`config.mk`:
```
export PLATFORM = sky130hd
export DESIGN_NAME = bkg_scroll_ctrl_flat
export DESIGN_NICKNAME = d
export VERILOG_FILES = /design/src/rtl/bkg_scroll_if.sv /design/src/rtl/bkg_scroll_ctrl.sv /design/src/flat_wrapper.sv
export SDC_FILE = /design/constraint.sdc
export NUM_CORES = 1
export LEC_CHECK = 0
export BUFFER_PORTS_ARGS = -buffer_cell sky130_fd_sc_hd__buf_2
export CAP_MARGIN = 5
export CORE_MARGIN = 3
export CORE_UTILIZATION = 49
export DETAILED_ROUTE_END_ITERATION = 10
export HOLD_SLACK_MARGIN = 0.08
export PLACE_DENSITY = 0.74
export SYNTH_ARGS = -nofsm -noshare
export SYNTH_HDL_FRONTEND = slang
export SYNTH_SLANG_ARGS = --single-unit
export TNS_END_PERCENT = 50
```
`constraint.sdc`:
```
create_clock -name clk -period 2.6 [get_ports clk]
set_input_delay 0.78 -clock clk [delete_from_list [all_inputs] [get_ports clk]]
set_output_delay 0.78 -clock clk [all_outputs]
set_load 0.02 [all_outputs]
```
`src/rtl/bkg_scroll_if.sv`:
```
// Control and pixel-path bundle between the VGA timing block, the scroll controller
// and the background pattern mask.
interface bkg_scroll_if #(
  parameter int SCROLL_DIV_W = 4
);
  logic                    vsync;
  logic                    en;
  logic                    pause;
  logic                    clr;
  logic [1:0]              dir;
  logic [SCROLL_DIV_W-1:0] speed;
  logic                    pal_en;
  logic [9:0]              px_in;
  logic [9:0]              py_in;
  logic                    video_on;
  logic [2:0]              col_in;
  logic [9:0]              px_out;
  logic [9:0]              py_out;
  logic [2:0]              rgb_out;
  logic                    busy;

  modport master (
    output vsync, en, pause, clr, dir, speed, pal_en,
    output px_in, py_in, video_on, col_in,
    input  px_out, py_out, rgb_out, busy
  );

  modport slave (
    input  vsync, en, pause, clr, dir, speed, pal_en,
    input  px_in, py_in, video_on, col_in,
    output px_out, py_out, rgb_out, busy
  );
endinterface

```
`src/rtl/bkg_scroll_ctrl.sv`:
```
// Background scroll sequencer: frame-synchronous scroll offsets and palette
// rotation, with a 2-stage pixel path to and from the pattern mask.
module bkg_scroll_ctrl #(
  parameter int SCROLL_DIV_W = 4,
  parameter int PAL_PERIOD   = 32,
  parameter int TILE_LOG2    = 4
) (
  input  logic         clk,
  input  logic         rst_n,
  bkg_scroll_if.slave  bus
);

  localparam int PCW = (PAL_PERIOD > 1) ? $clog2(PAL_PERIOD) : 1;
  localparam logic [PCW-1:0] PAL_LAST = PCW'(PAL_PERIOD - 1);
  localparam logic [TILE_LOG2-1:0] T_ONE = TILE_LOG2'(1);

  typedef enum logic [1:0] {
    IDLE = 2'd0,
    RUN  = 2'd1,
    HOLD = 2'd2
  } state_t;

  state_t state, nxt;

  logic                    vsync_q;
  logic                    tick;
  logic                    adv;
  logic [SCROLL_DIV_W-1:0] frame_cnt;
  logic [PCW-1:0]          pal_cnt;
  logic [1:0]              pal_step;
  logic [TILE_LOG2-1:0]    x_off;
  logic [TILE_LOG2-1:0]    y_off;
  logic                    von_d;
  logic [2:0]              rot;

  assign tick = vsync_q & ~bus.vsync;

  always_ff @(posedge clk or negedge rst_n) begin
    if (!rst_n) begin
      state <= IDLE;
    end else begin
      state <= nxt;
    end
  end

  // en=0 takes priority over pause from every state
  always_comb begin
    nxt = state;
    case (state)
      IDLE: if (bus.en) nxt = RUN;
      RUN: begin
        if (!bus.en)        nxt = IDLE;
        else if (bus.pause) nxt = HOLD;
      end
      HOLD: begin
        if (!bus.en)         nxt = IDLE;
        else if (!bus.pause) nxt = RUN;
      end
      default: nxt = IDLE;
    endcase
  end

  always_comb begin
    bus.busy = (state == RUN);
    adv      = (state == RUN) & tick & ~bus.clr;
  end

  always_ff @(posedge clk or negedge rst_n) begin
    if (!rst_n) begin
      vsync_q <= 1'b1;
    end else begin
      vsync_q <= bus.vsync;
    end
  end

  always_ff @(posedge clk or negedge rst_n) begin
    if (!rst_n) begin
      frame_cnt <= '0;
      pal_cnt   <= '0;
      pal_step  <= 2'd0;
      x_off     <= '0;
      y_off     <= '0;
    end else if (bus.clr) begin
      frame_cnt <= '0;
      pal_cnt   <= '0;
      pal_step  <= 2'd0;
      x_off     <= '0;
      y_off     <= '0;
    end else if (adv) begin
      if (frame_cnt == bus.speed) begin
        frame_cnt <= '0;
        case (bus.dir)
          2'b00:   x_off <= x_off - T_ONE;
          2'b01:   x_off <= x_off + T_ONE;
          2'b10:   y_off <= y_off - T_ONE;
          default: y_off <= y_off + T_ONE;
        endcase
      end else begin
        frame_cnt <= frame_cnt + 1'b1;
      end
      if (bus.pal_en) begin
        if (pal_cnt == PAL_LAST) begin
          pal_cnt  <= '0;
          pal_step <= (pal_step == 2'd2) ? 2'd0 : pal_step + 2'd1;
        end else begin
          pal_cnt <= pal_cnt + 1'b1;
        end
      end
    end
  end

  always_comb begin
    rot = bus.col_in;
    unique case (1'b1)
      (pal_step == 2'd1): rot = {bus.col_in[1:0], bus.col_in[2]};
      (pal_step == 2'd2): rot = {bus.col_in[0], bus.col_in[2:1]};
      default:            rot = bus.col_in;
    endcase
  end

  always_ff @(posedge clk or negedge rst_n) begin
    if (!rst_n) begin
      bus.px_out  <= '0;
      bus.py_out  <= '0;
      von_d       <= 1'b0;
      bus.rgb_out <= 3'b000;
    end else begin
      bus.px_out  <= bus.px_in + 10'(x_off);
      bus.py_out  <= bus.py_in + 10'(y_off);
      von_d       <= bus.video_on;
      bus.rgb_out <= von_d ? rot : 3'b000;
    end
  end

endmodule

```
`src/flat_wrapper.sv`:
```
// flat-port wrapper written by rule: the top's interface ports become plain ports
module bkg_scroll_ctrl_flat 
#(
  parameter int SCROLL_DIV_W = 4,
  parameter int PAL_PERIOD   = 32,
  parameter int TILE_LOG2    = 4
)
  (clk, rst_n, bus_vsync, bus_en, bus_pause, bus_clr, bus_dir, bus_speed, bus_pal_en, bus_px_in, bus_py_in, bus_video_on, bus_col_in, bus_px_out, bus_py_out, bus_rgb_out, bus_busy);
  bkg_scroll_if #(.SCROLL_DIV_W(SCROLL_DIV_W)) bus_i ();
  input  logic clk;
  input  logic rst_n;
  input wire logic [$bits(bus_i.vsync)-1:0] bus_vsync;
  input wire logic [$bits(bus_i.en)-1:0] bus_en;
  input wire logic [$bits(bus_i.pause)-1:0] bus_pause;
  input wire logic [$bits(bus_i.clr)-1:0] bus_clr;
  input wire logic [$bits(bus_i.dir)-1:0] bus_dir;
  input wire logic [$bits(bus_i.speed)-1:0] bus_speed;
  input wire logic [$bits(bus_i.pal_en)-1:0] bus_pal_en;
  input wire logic [$bits(bus_i.px_in)-1:0] bus_px_in;
  input wire logic [$bits(bus_i.py_in)-1:0] bus_py_in;
  input wire logic [$bits(bus_i.video_on)-1:0] bus_video_on;
  input wire logic [$bits(bus_i.col_in)-1:0] bus_col_in;
  output wire logic [$bits(bus_i.px_out)-1:0] bus_px_out;
  output wire logic [$bits(bus_i.py_out)-1:0] bus_py_out;
  output wire logic [$bits(bus_i.rgb_out)-1:0] bus_rgb_out;
  output wire logic [$bits(bus_i.busy)-1:0] bus_busy;
  assign bus_i.vsync = bus_vsync;
  assign bus_i.en = bus_en;
  assign bus_i.pause = bus_pause;
  assign bus_i.clr = bus_clr;
  assign bus_i.dir = bus_dir;
  assign bus_i.speed = bus_speed;
  assign bus_i.pal_en = bus_pal_en;
  assign bus_i.px_in = bus_px_in;
  assign bus_i.py_in = bus_py_in;
  assign bus_i.video_on = bus_video_on;
  assign bus_i.col_in = bus_col_in;
  assign bus_px_out = bus_i.px_out;
  assign bus_py_out = bus_i.py_out;
  assign bus_rgb_out = bus_i.rgb_out;
  assign bus_busy = bus_i.busy;
  bkg_scroll_ctrl #(.SCROLL_DIV_W(SCROLL_DIV_W), .PAL_PERIOD(PAL_PERIOD), .TILE_LOG2(TILE_LOG2)) u_core (.clk(clk), .rst_n(rst_n), .bus(bus_i));
endmodule
```
# ---- After elaboration in Yosys (flattened, before gate mapping)
# Cells that the tools add are included.
dict set report totals {
  register_bits 46
  inputBits 37
  word_cells 78
}
dict set report classes {
  add_sub_neg 9
  n_eq_ne 12
  muxes 28
  bitwise_logic 5
  n_reduce_logical 13
}
# op n
set ops {}
lappend ops {{$mux 4} 9}
lappend ops {{$add 10x4->10} 2}
lappend ops {{$mux 2} 10}
lappend ops {{$mux 5} 4}
lappend ops {{$pmux 4 s2} 2}
lappend ops {{$add 4x1->4 const B} 3}
lappend ops {{$reduce_and 3->1} 4}
lappend ops {{$reduce_bool 2->1} 4}
lappend ops {{$sub 4x1->4 const B} 2}
lappend ops {{$eq 2x1->1 const B} 3}
lappend ops {{$eq 2x2->1 const B} 3}
lappend ops {{$ne 3x3->1 const B} 2}
lappend ops {{$pmux 2 s3} 1}
lappend ops {{$pmux 3 s2} 1}
lappend ops {{$add 5x1->5 const B} 1}
lappend ops {{$eq 5x5->1 const B} 1}
lappend ops {{$eq 4x4->1} 1}
lappend ops {{$logic_not 2->1} 2}
lappend ops {{$and 1x1->1} 3}
lappend ops {{$mux 3} 1}
lappend ops {{$reduce_bool 3->1} 1}
lappend ops {{$add 2x1->2 const B} 1}
lappend ops {{$ne 2x1->1 const B} 1}
lappend ops {{$ne 2x2->1 const B} 1}
lappend ops {{other kinds (3)} 4}

# ---- Logic depth before layout (Yosys ltp)
# Gate-level depths: netlist of the first run.
dict set report depth {
  word_depth 6
  depth_mapped 7
  ltp_nobuf 7
}

# ---- Least setup slack after synthesis of the first run
# Ideal clock, no wire load.
dict set report synth_path {
  path_type {input-to-reg}
  startpoint {input port bus_px_in[0]}
  endpoint {register u_core.bus.px_out[8]}
  setup_time_ps 125
  t_arrival_ps 1981
  setup_slack_ps 494
  stages 6
  path_buffers 0
  path_cell_list {ha_1 fa_1 a21o_1 a21oi_1 nor2_1 xor2_1}
}
dict set report synth_via {
  elab_chain_len 1
}
# element line_no
set synth_rtl {}
lappend synth_rtl {{from (decl)} flat_wrapper.sv:19} ;# input wire logic [$bits(bus_i.px_in)-1:0] bus_px_in;
lappend synth_rtl {{$add 10x4->10} bkg_scroll_ctrl.sv:128} ;# bus.px_out <= bus.px_in + 10'(x_off);
lappend synth_rtl {{to (signal assigned)} bkg_scroll_ctrl.sv:128}
lappend synth_rtl {{to (decl)} bkg_scroll_if.sv:31} ;# output px_out, py_out, rgb_out, busy
# Every way passes these cells.
# A chain may end at the register's enable or synchronous reset.

# ---- Final worst setup path of the first run
dict set report layout_path {
  startpoint {input port bus_dir[1]}
  endpoint {register u_core.x_off[3]}
}
dict set report layout_via {
  elab_chain_len 5
  elab_cells_between_ends 8
  classes_between {eq/ne: 1; mux: 4; reduce/logical: 3}
}
# element line_no
set layout_rtl {}
lappend layout_rtl {{from (decl)} flat_wrapper.sv:16} ;# input wire logic [$bits(bus_i.dir)-1:0] bus_dir;
lappend layout_rtl {{$eq 2x1->1 / $logic_not 2->1 (equally long branches)} bkg_scroll_ctrl.sv:92} ;# case (bus.dir)
lappend layout_rtl {{$pmux 4 s2} bkg_scroll_ctrl.sv:92}
lappend layout_rtl {{$mux 4} bkg_scroll_ctrl.sv:90} ;# if (frame_cnt == bus.speed) begin
lappend layout_rtl {{$mux 4} bkg_scroll_ctrl.sv:89} ;# end else if (adv) begin
lappend layout_rtl {{$mux 4} bkg_scroll_ctrl.sv:83} ;# end else if (bus.clr) begin
lappend layout_rtl {{to (signal assigned)} bkg_scroll_ctrl.sv:93} ;# 2'b00: x_off <= x_off - T_ONE;
lappend layout_rtl {{to (signal assigned)} bkg_scroll_ctrl.sv:94} ;# 2'b01: x_off <= x_off + T_ONE;
lappend layout_rtl {{to (decl)} bkg_scroll_ctrl.sv:31} ;# logic [TILE_LOG2-1:0] x_off;
# Several ways; a longest one is shown, not always the timed one. The select of a mux whose other input is x is not followed.

==> results_dict.tcl, run 1 <==
set metrics [dict create \
    status "finished clean" \
    top_layer "met4" \
    post_cts_buffers 0 \
    vias_per_cell 5.017 \
    htreeDepth 2 \
    p_leak_nw 1.497 \
    post-route-period-util_pct 78.67 \
    end_kind "flop" \
    grt_pass1_vias 1676 \
    worstHoldPathType "flop to flop" \
    yosysSeqAreaShare_pct 48.27 \
    clk_pin_slew_ps 80 \
    postCtsHoldBufs 0 \
    antenna_found_initial 0 \
    dieArea_mm2 0.005746 \
    r2r_slack_ps 610 \
    clk_latency_ps 290 \
    wl_met1_mm 1.972 \
    synth-edff-count 0 \
    row_count 24 \
    hpwlAfterDp_mm 3.187 \
    ys_warn_count 0 \
    core-area_mm2 0.004534 \
    dieWidth_um 75.80 \
    synth.distinct_cells 38 \
    num-nets-final 339 \
    cts_sinks 46 \
    io_buffer_count 60 \
    synth_area_mm2 0.002387 \
    ios 61 \
    grt_pass1_wl_mm 7.127 \
    syn2layout_area_growth_pct 19.86 \
    rsz0062_at_grt "no" \
    tns_ps 0 \
    ys_async_sr_fraction_pct 100.0 \
    cts_buffer_depth 2 \
    setup_violations 0 \
    drc_errors 0 \
    fp.dieH_um 75.80 \
    postCtsResizedCells 0 \
    grt_max_degree 47 \
    fin_util_pct 63.11 \
    worstPathRequired_ps 2840 \
    cts_buffers 5 \
    cts_tree "built" \
    ys_ff_latch 46 \
    vias 1736 \
    fin_crit_ps 2046 \
    skew_ps 4.909 \
    startpoint_type "input port" \
    drt-wirelength-per-cell_um 12.51 \
    total_power_mw 1.342 \
    synth_flop_cell "dfrtp_1" \
    diodes 0 \
    slew_headroom_pct 62.35 \
    final.fill_count 385 \
    drive_gt1_share_pct 27.40 \
    finalHoldViolCount 0 \
    start_util_pct 52.65 \
    synth_cells 215 \
    wl_met3_um 168 \
    grt.overflow.total 0 \
    max_cap_violations 0 \
    grt_usage_pct 16.37 \
    avgSynthCellArea_um2 11.10 \
    root_buffer "clkbuf_8" \
    cp_data_arrival_time_ps 2280 \
    dr.first_iter.drc_count 30 \
    dr.pass1.iters 4 \
    worst_pin_slew_ps 564.8 \
    critPathKind "input port to flop" \
    critical_path.max_fanout 5 \
    wirelength_mm 4.328 \
    drtAntennaViolNets 0 \
    gp_congestion 0.7935 \
    slew_violations 0 \
    vdd_ir_drop_max_mv 0.2775 \
    wl_met2_mm 2.134 \
    max_freq_mhz 488.9 \
    p_per_area_mw_per_mm2 469.0 \
    syn-num-nets 272 \
]
[sequential cells by signal, indices dropped and copies added (netlist names)]
signal,count
u_core.x_off,4
u_core.bus.py_out,10
u_core.von_d,1
u_core.y_off,4
u_core.vsync_q,1
u_core.pal_cnt,5
u_core.pal_step,2
u_core.bus.px_out,10
u_core.frame_cnt,4
u_core.state,2
u_core.bus.rgb_out,3
[final timing paths]
| check | from | endpoint | cells past startpoint |
|---|---|---|---|
| max in group asynchronous | rst_n | u_core.x_off[2] | 2 |
| min in group asynchronous | rst_n | u_core.bus.py_out[7] | 2 |
| max | bus_dir[1] | u_core.x_off[3] | 8 |
| max reg2reg | u_core.pal_cnt[0] | u_core.pal_cnt[2] | 5 |
| min | u_core.pal_cnt[4] | u_core.pal_cnt[4] | 2 |
| min reg2reg | u_core.pal_cnt[4] | u_core.pal_cnt[4] | 2 |
[synthesized netlist by cell type, drive strengths merged, types with 5 or more instances]
master,number,area (um^2)
o21ai,5,25.02
xnor2,7,61.31
a21o,6,45.04
a21oi,19,95.09
nor2,24,90.09
dfrtp,45,1126
ha,18,225.2
xor2,21,183.9
nand3,5,25.02
mux2i,6,60.06
nor3b,5,37.54
nand2,11,51.30
[area by class of cell]
class / instances / area (um^2) / area share [%]
flip-flops and latches: 46 / 1152 / 40.27
clock buffers: 6 / 82.58 / 2.886
multi-input cells: 163 / 1211 / 42.33
repair buffers: 63 / 322.8 / 11.28
inverters: 3 / 11.26 / 0.3935
well taps: 65 / 81.33 / 2.842
[per-stage QoR]
| stage | setup WS [ps] | std cells | hold slack, ps | instance area [um^2] |
|---|---|---|---|---|
| finish | 554.5 | 346 | 537.7 | 2861 |
| global route | 442.0 | 346 | 575.0 | 2861 |
| CTS | 576.6 | 346 | 537.8 | 2861 |
| detailed placement | 262.8 | 340 | 524.9 | 2779 |
| global placement | 301.6 | 340 | 517.5 | 2779 |
| floorplan | 493.7 | 215 | 484.4 | 2387 |
[cells by family (layout without fill, tap and decap cells)]
group	Yosys count	in the layout	share of synthesized area (%)
simple gates	68	68	16.25
compound gates	41	41	10.59
xor+xnor	28	28	10.27
buf+inv	6	72	0.9957
mux	6	6	2.516
fa+ha+maj	20	20	11.11
flops	46	46	48.27
[layer usage]
layer  global-route usage, %  up-vias
li1                        -      885
met1                   20.44      818
met2                   27.00       28
met3                   3.958        5
met4                   6.990        0
met5                       0        -
[cell usage in the layout, fill, tap and decap left out, types with 2 or more instances in the layout]
cell,synthesis,final
nand2b_1,4,4
buf_2,1,60
a21oi_1,19,19
buf_4,0,3
clkbuf_8,0,6
nand2_1,9,9
nor2_1,24,24
nand3_1,5,5
a31oi_1,3,3
nor3b_1,5,5
nor2b_1,3,3
a22oi_1,3,3
a21o_1,6,6
xnor2_1,7,7
xor2_1,21,21
nor3_1,2,2
o21ai_0,5,5
o211a_1,3,3
inv_1,3,3
or4_1,2,2
fa_1,2,2
mux2i_1,6,6
dfrtp_1,45,45
and3_1,2,2
nand4_1,2,2
ha_1,18,18
[critical path: stages]
cell and delay (ps):
buf_2 120, nand2b_1 220, ha_1 360, nand3_1 80
a21oi_1 160, a31oi_1 70, or4_1 410, nand2_1 80
[power by group]
| part | switching, mW | total (mW) | internal, mW |
|---|---|---|---|
| combinational | 0.0980 | 0.163 | 0.0650 |
| clock | 0.223 | 0.428 | 0.205 |
| sequential | 0.0114 | 0.751 | 0.740 |
Note: power is estimated with default switching activity, not from simulation.
==> run 2: changes to the inputs <==
--- a/config.mk
+++ b/config.mk
@@ -5,13 +5,14 @@
 export SDC_FILE = /design/constraint.sdc
 export NUM_CORES = 1
 export LEC_CHECK = 0
+export ABC_AREA = 1
 export BUFFER_PORTS_ARGS = -buffer_cell sky130_fd_sc_hd__buf_2
 export CAP_MARGIN = 5
 export CORE_MARGIN = 3
 export CORE_UTILIZATION = 49
 export DETAILED_ROUTE_END_ITERATION = 10
 export HOLD_SLACK_MARGIN = 0.08
-export PLACE_DENSITY = 0.74
+export PLACE_DENSITY = 0.73
 export SYNTH_ARGS = -nofsm -noshare
 export SYNTH_HDL_FRONTEND = slang
 export SYNTH_SLANG_ARGS = --single-unit
==> constraint.sdc (replaced) <==
create_clock -name clk -period 2.11 [get_ports clk]
set_input_delay 0.633 -clock clk [delete_from_list [all_inputs] [get_ports clk]]
set_output_delay 0.633 -clock clk [all_outputs]
set_load 0.02 [all_outputs]
==> run 2 against run 1 <==
Combinational power rose to 5.5 times the previous value. Register-to-register slack got worse by 190 ps. Core utilization down 0.30 points. Critical path depth down 6. Design area increased by 7.8%. Critical path type is now flop to primary output. Highest routed layer unchanged.
==> results_dict.tcl, run 2 <==
set metrics [dict create \
    status "finished clean" \
    post-route-period-util_pct 81.31 \
    startpoint_type "flop" \
    synth_area_mm2 0.002575 \
    switching_share_pct 35.01 \
    muxShareOfSynthArea_pct 0.3887 \
    postCtsResizedCells 0 \
    yosysSeqAreaShare_pct 44.75 \
    syn2layout_area_growth_pct 19.78 \
    clk_pin_slew_ps 80 \
    timing.hold.ws_ps 237.0 \
    grt_usage_pct 17.61 \
    worstPathRequired_ps 1480 \
    switchingPower_mw 0.9434 \
    cts_sinks 46 \
    worstHoldPathType "input port to asynchronous set/reset pin" \
    cts_tree "built" \
    antenna_found_initial 0 \
    drive_gt1_share_pct 21.77 \
    worst_pin_slew_ps 358.8 \
    vias_per_cell 4.727 \
    max_freq_mhz 582.8 \
    gp_congestion 0.8017 \
    start_util_pct 52.43 \
    drc_errors 0 \
    finalHoldViolCount 0 \
    synth_top_family_by_area "simple AND/OR/NAND/NOR gates" \
    io_buffer_count 60 \
    synthXorXnorAreaFrac_pct 5.782 \
    ys_ff_latch 46 \
    skew_ps 1.625 \
    ios 61 \
    synth_compound_area_share_pct 7.677 \
    drt-wirelength-per-cell_um 10.71 \
    fin_crit_ps 1716 \
    grt.overflow.total 0 \
    synth.distinct_cells 30 \
    synth-edff-count 0 \
    final.fill_count 440 \
    clk_latency_ps 290 \
    hpwlAfterDp_mm 3.765 \
    p_per_area_mw_per_mm2 873.7 \
    vias 2075 \
    cts_buffers 5 \
    ys_warn_count 0 \
    core-area_mm2 0.004911 \
    largestRegisters "u_core.bus.px_out x10, u_core.bus.py_out x10, u_core.pal_cnt x5" \
    grt_pass1_wl_mm 8.714 \
    synth_most_common_cell "nand2_1" \
    yosysTopAreaCell "dfrtp_1" \
    cell_internal_pwr_mw 1.751 \
    dieWidth_um 78.49 \
    rsz0062_at_grt "no" \
    postCtsHoldBufs 0 \
    seqPwrFrac_pct 42.8 \
    synth_flop_cell "dfrtp_1" \
    dieArea_mm2 0.006161 \
    htreeDepth 2 \
    final_cell_mix "nand2_1, buf_2, dfrtp_1" \
    critical_path.max_fanout 4 \
    synth_cells 304 \
    cp_data_arrival_time_ps 1080 \
    wirelength_mm 4.701 \
    syn-num-nets 361 \
    synth_area_leaders "dfrtp_1, nand2_1, ha_1" \
    slew_violations 0 \
    grt_max_degree 32 \
    combPwrFrac_pct 33.2 \
    final_common_cell "nand2_1" \
    post_cts_buffers 0 \
    dr.first_iter.drc_count 90 \
    p_leak_nw 1.654 \
    tns_ps 0 \
    ys_async_sr_fraction_pct 100.0 \
    synth_top_area_share_pct 43.73 \
    synthAdderAreaFrac_pct 10.30 \
    max_cap_violations 0 \
    ys_top_cells_by_count "nand2_1, dfrtp_1, inv_1, nand3_1, ha_1" \
    row_count 25 \
    diodes 0 \
    yosys.area_share.simple_pct 24.78 \
    dr.pass1.iters 6 \
    critPathKind "flop to primary output" \
    setup_violations 0 \
    grt_pass1_vias 2023 \
    vdd_ir_drop_max_mv 0.4709 \
    root_buffer "clkbuf_8" \
    end_kind "primary output" \
    cts_buffer_depth 2 \
    avgSynthCellArea_um2 8.470 \
    fp.dieH_um 78.49 \
    slew_headroom_pct 76.08 \
    num-nets-final 428 \
    drtAntennaViolNets 0 \
    power_frac_clock_pct 24.0 \
]
[run 2: cell count changes after synthesis, moves of 5 or more]
cell	delta
a21o_1	-6
a21oi_1	-9
inv_1	+37
mux2i_1	-5
nand2_1	+72
nand3_1	+19
nor2_1	-9
nor3b_1	-5
o21ai_0	+10
xor2_1	-7
[run 2: stage by stage]
stage | area [um^2] | setup slack, ps | total power, mW | util (%) | cells
after detailed placement | 2974 | 129.0 | 2.082 | 60.56 | 431
after global placement | 2974 | 173.2 | 2.057 | 60.56 | 431
final | 3084 | 394.3 | 2.695 | 62.80 | 439
after global routing | 3084 | 255.5 | 2.904 | 62.80 | 439
after CTS | 3084 | 384.0 | 2.735 | 62.80 | 439
after floorplan | 2575 | 348.9 | 1.786 | - | 304
[run 2: final timing paths]
check	startpoint	endpoint	slack, ps	cells past startpoint
worst max-delay path	u_core.state[1]	bus_busy	390	2
worst min-delay path	rst_n	u_core.bus.py_out[7]	240	1
worst max register to register	u_core.y_off[0]	u_core.bus.py_out[8]	420	8
worst min register to register	u_core.pal_cnt[4]	u_core.pal_cnt[4]	480	2
max in group asynchronous	rst_n	u_core.vsync_q	1320	2
min in group clk	bus_vsync	u_core.vsync_q	440	1
[run 2: worst max-delay path, cell delays in order, from the launching register on]
cell,delay (ps)
dfrtp_1,440
nor2_4,170
buf_2,180
[run 2: cell families after synthesis]
logic type               count (synthesis)
AO/OA/AOI/OAI                           35
XOR/XNOR                                17
adder cells (fa/ha/maj)                 20
buffers and inverters                   43
flip-flops                              46
multiplexers                             1
AND/OR/NAND/NOR                        142
[run 2: area by class of cell]
cell class / count / area [um^2] / share of cell area, %
Clock inverter: 2 / 37.54 / 1.217
Timing Repair Buffer: 61 / 320.3 / 10.39
Multi-Input combinational cell: 215 / 1260 / 40.85
Sequential cell: 46 / 1152 / 37.36
Clock buffer: 6 / 72.57 / 2.353
Inverter: 42 / 157.7 / 5.112
Tap cell: 67 / 83.83 / 2.718
[run 2: power by group through the flow]
stage | Sequential [mW] | Clock, mW | Combinational (mW)
floorplan | 1.31 | 0 | 0.478
global placement | 1.17 | 0 | 0.888
detailed placement | 1.18 | 0 | 0.907
CTS | 1.16 | 0.668 | 0.910
global route | 1.18 | 0.710 | 1.02
finish | 1.15 | 0.646 | 0.894
[run 2: metal layers]
layer  up-vias  wire [um]  GRT usage (%)
met5         -          0              0
met4         0         76          6.294
met3         8        283          4.128
met2        47       2205          29.62
met1       912       2136          22.12
li1       1108          -              -
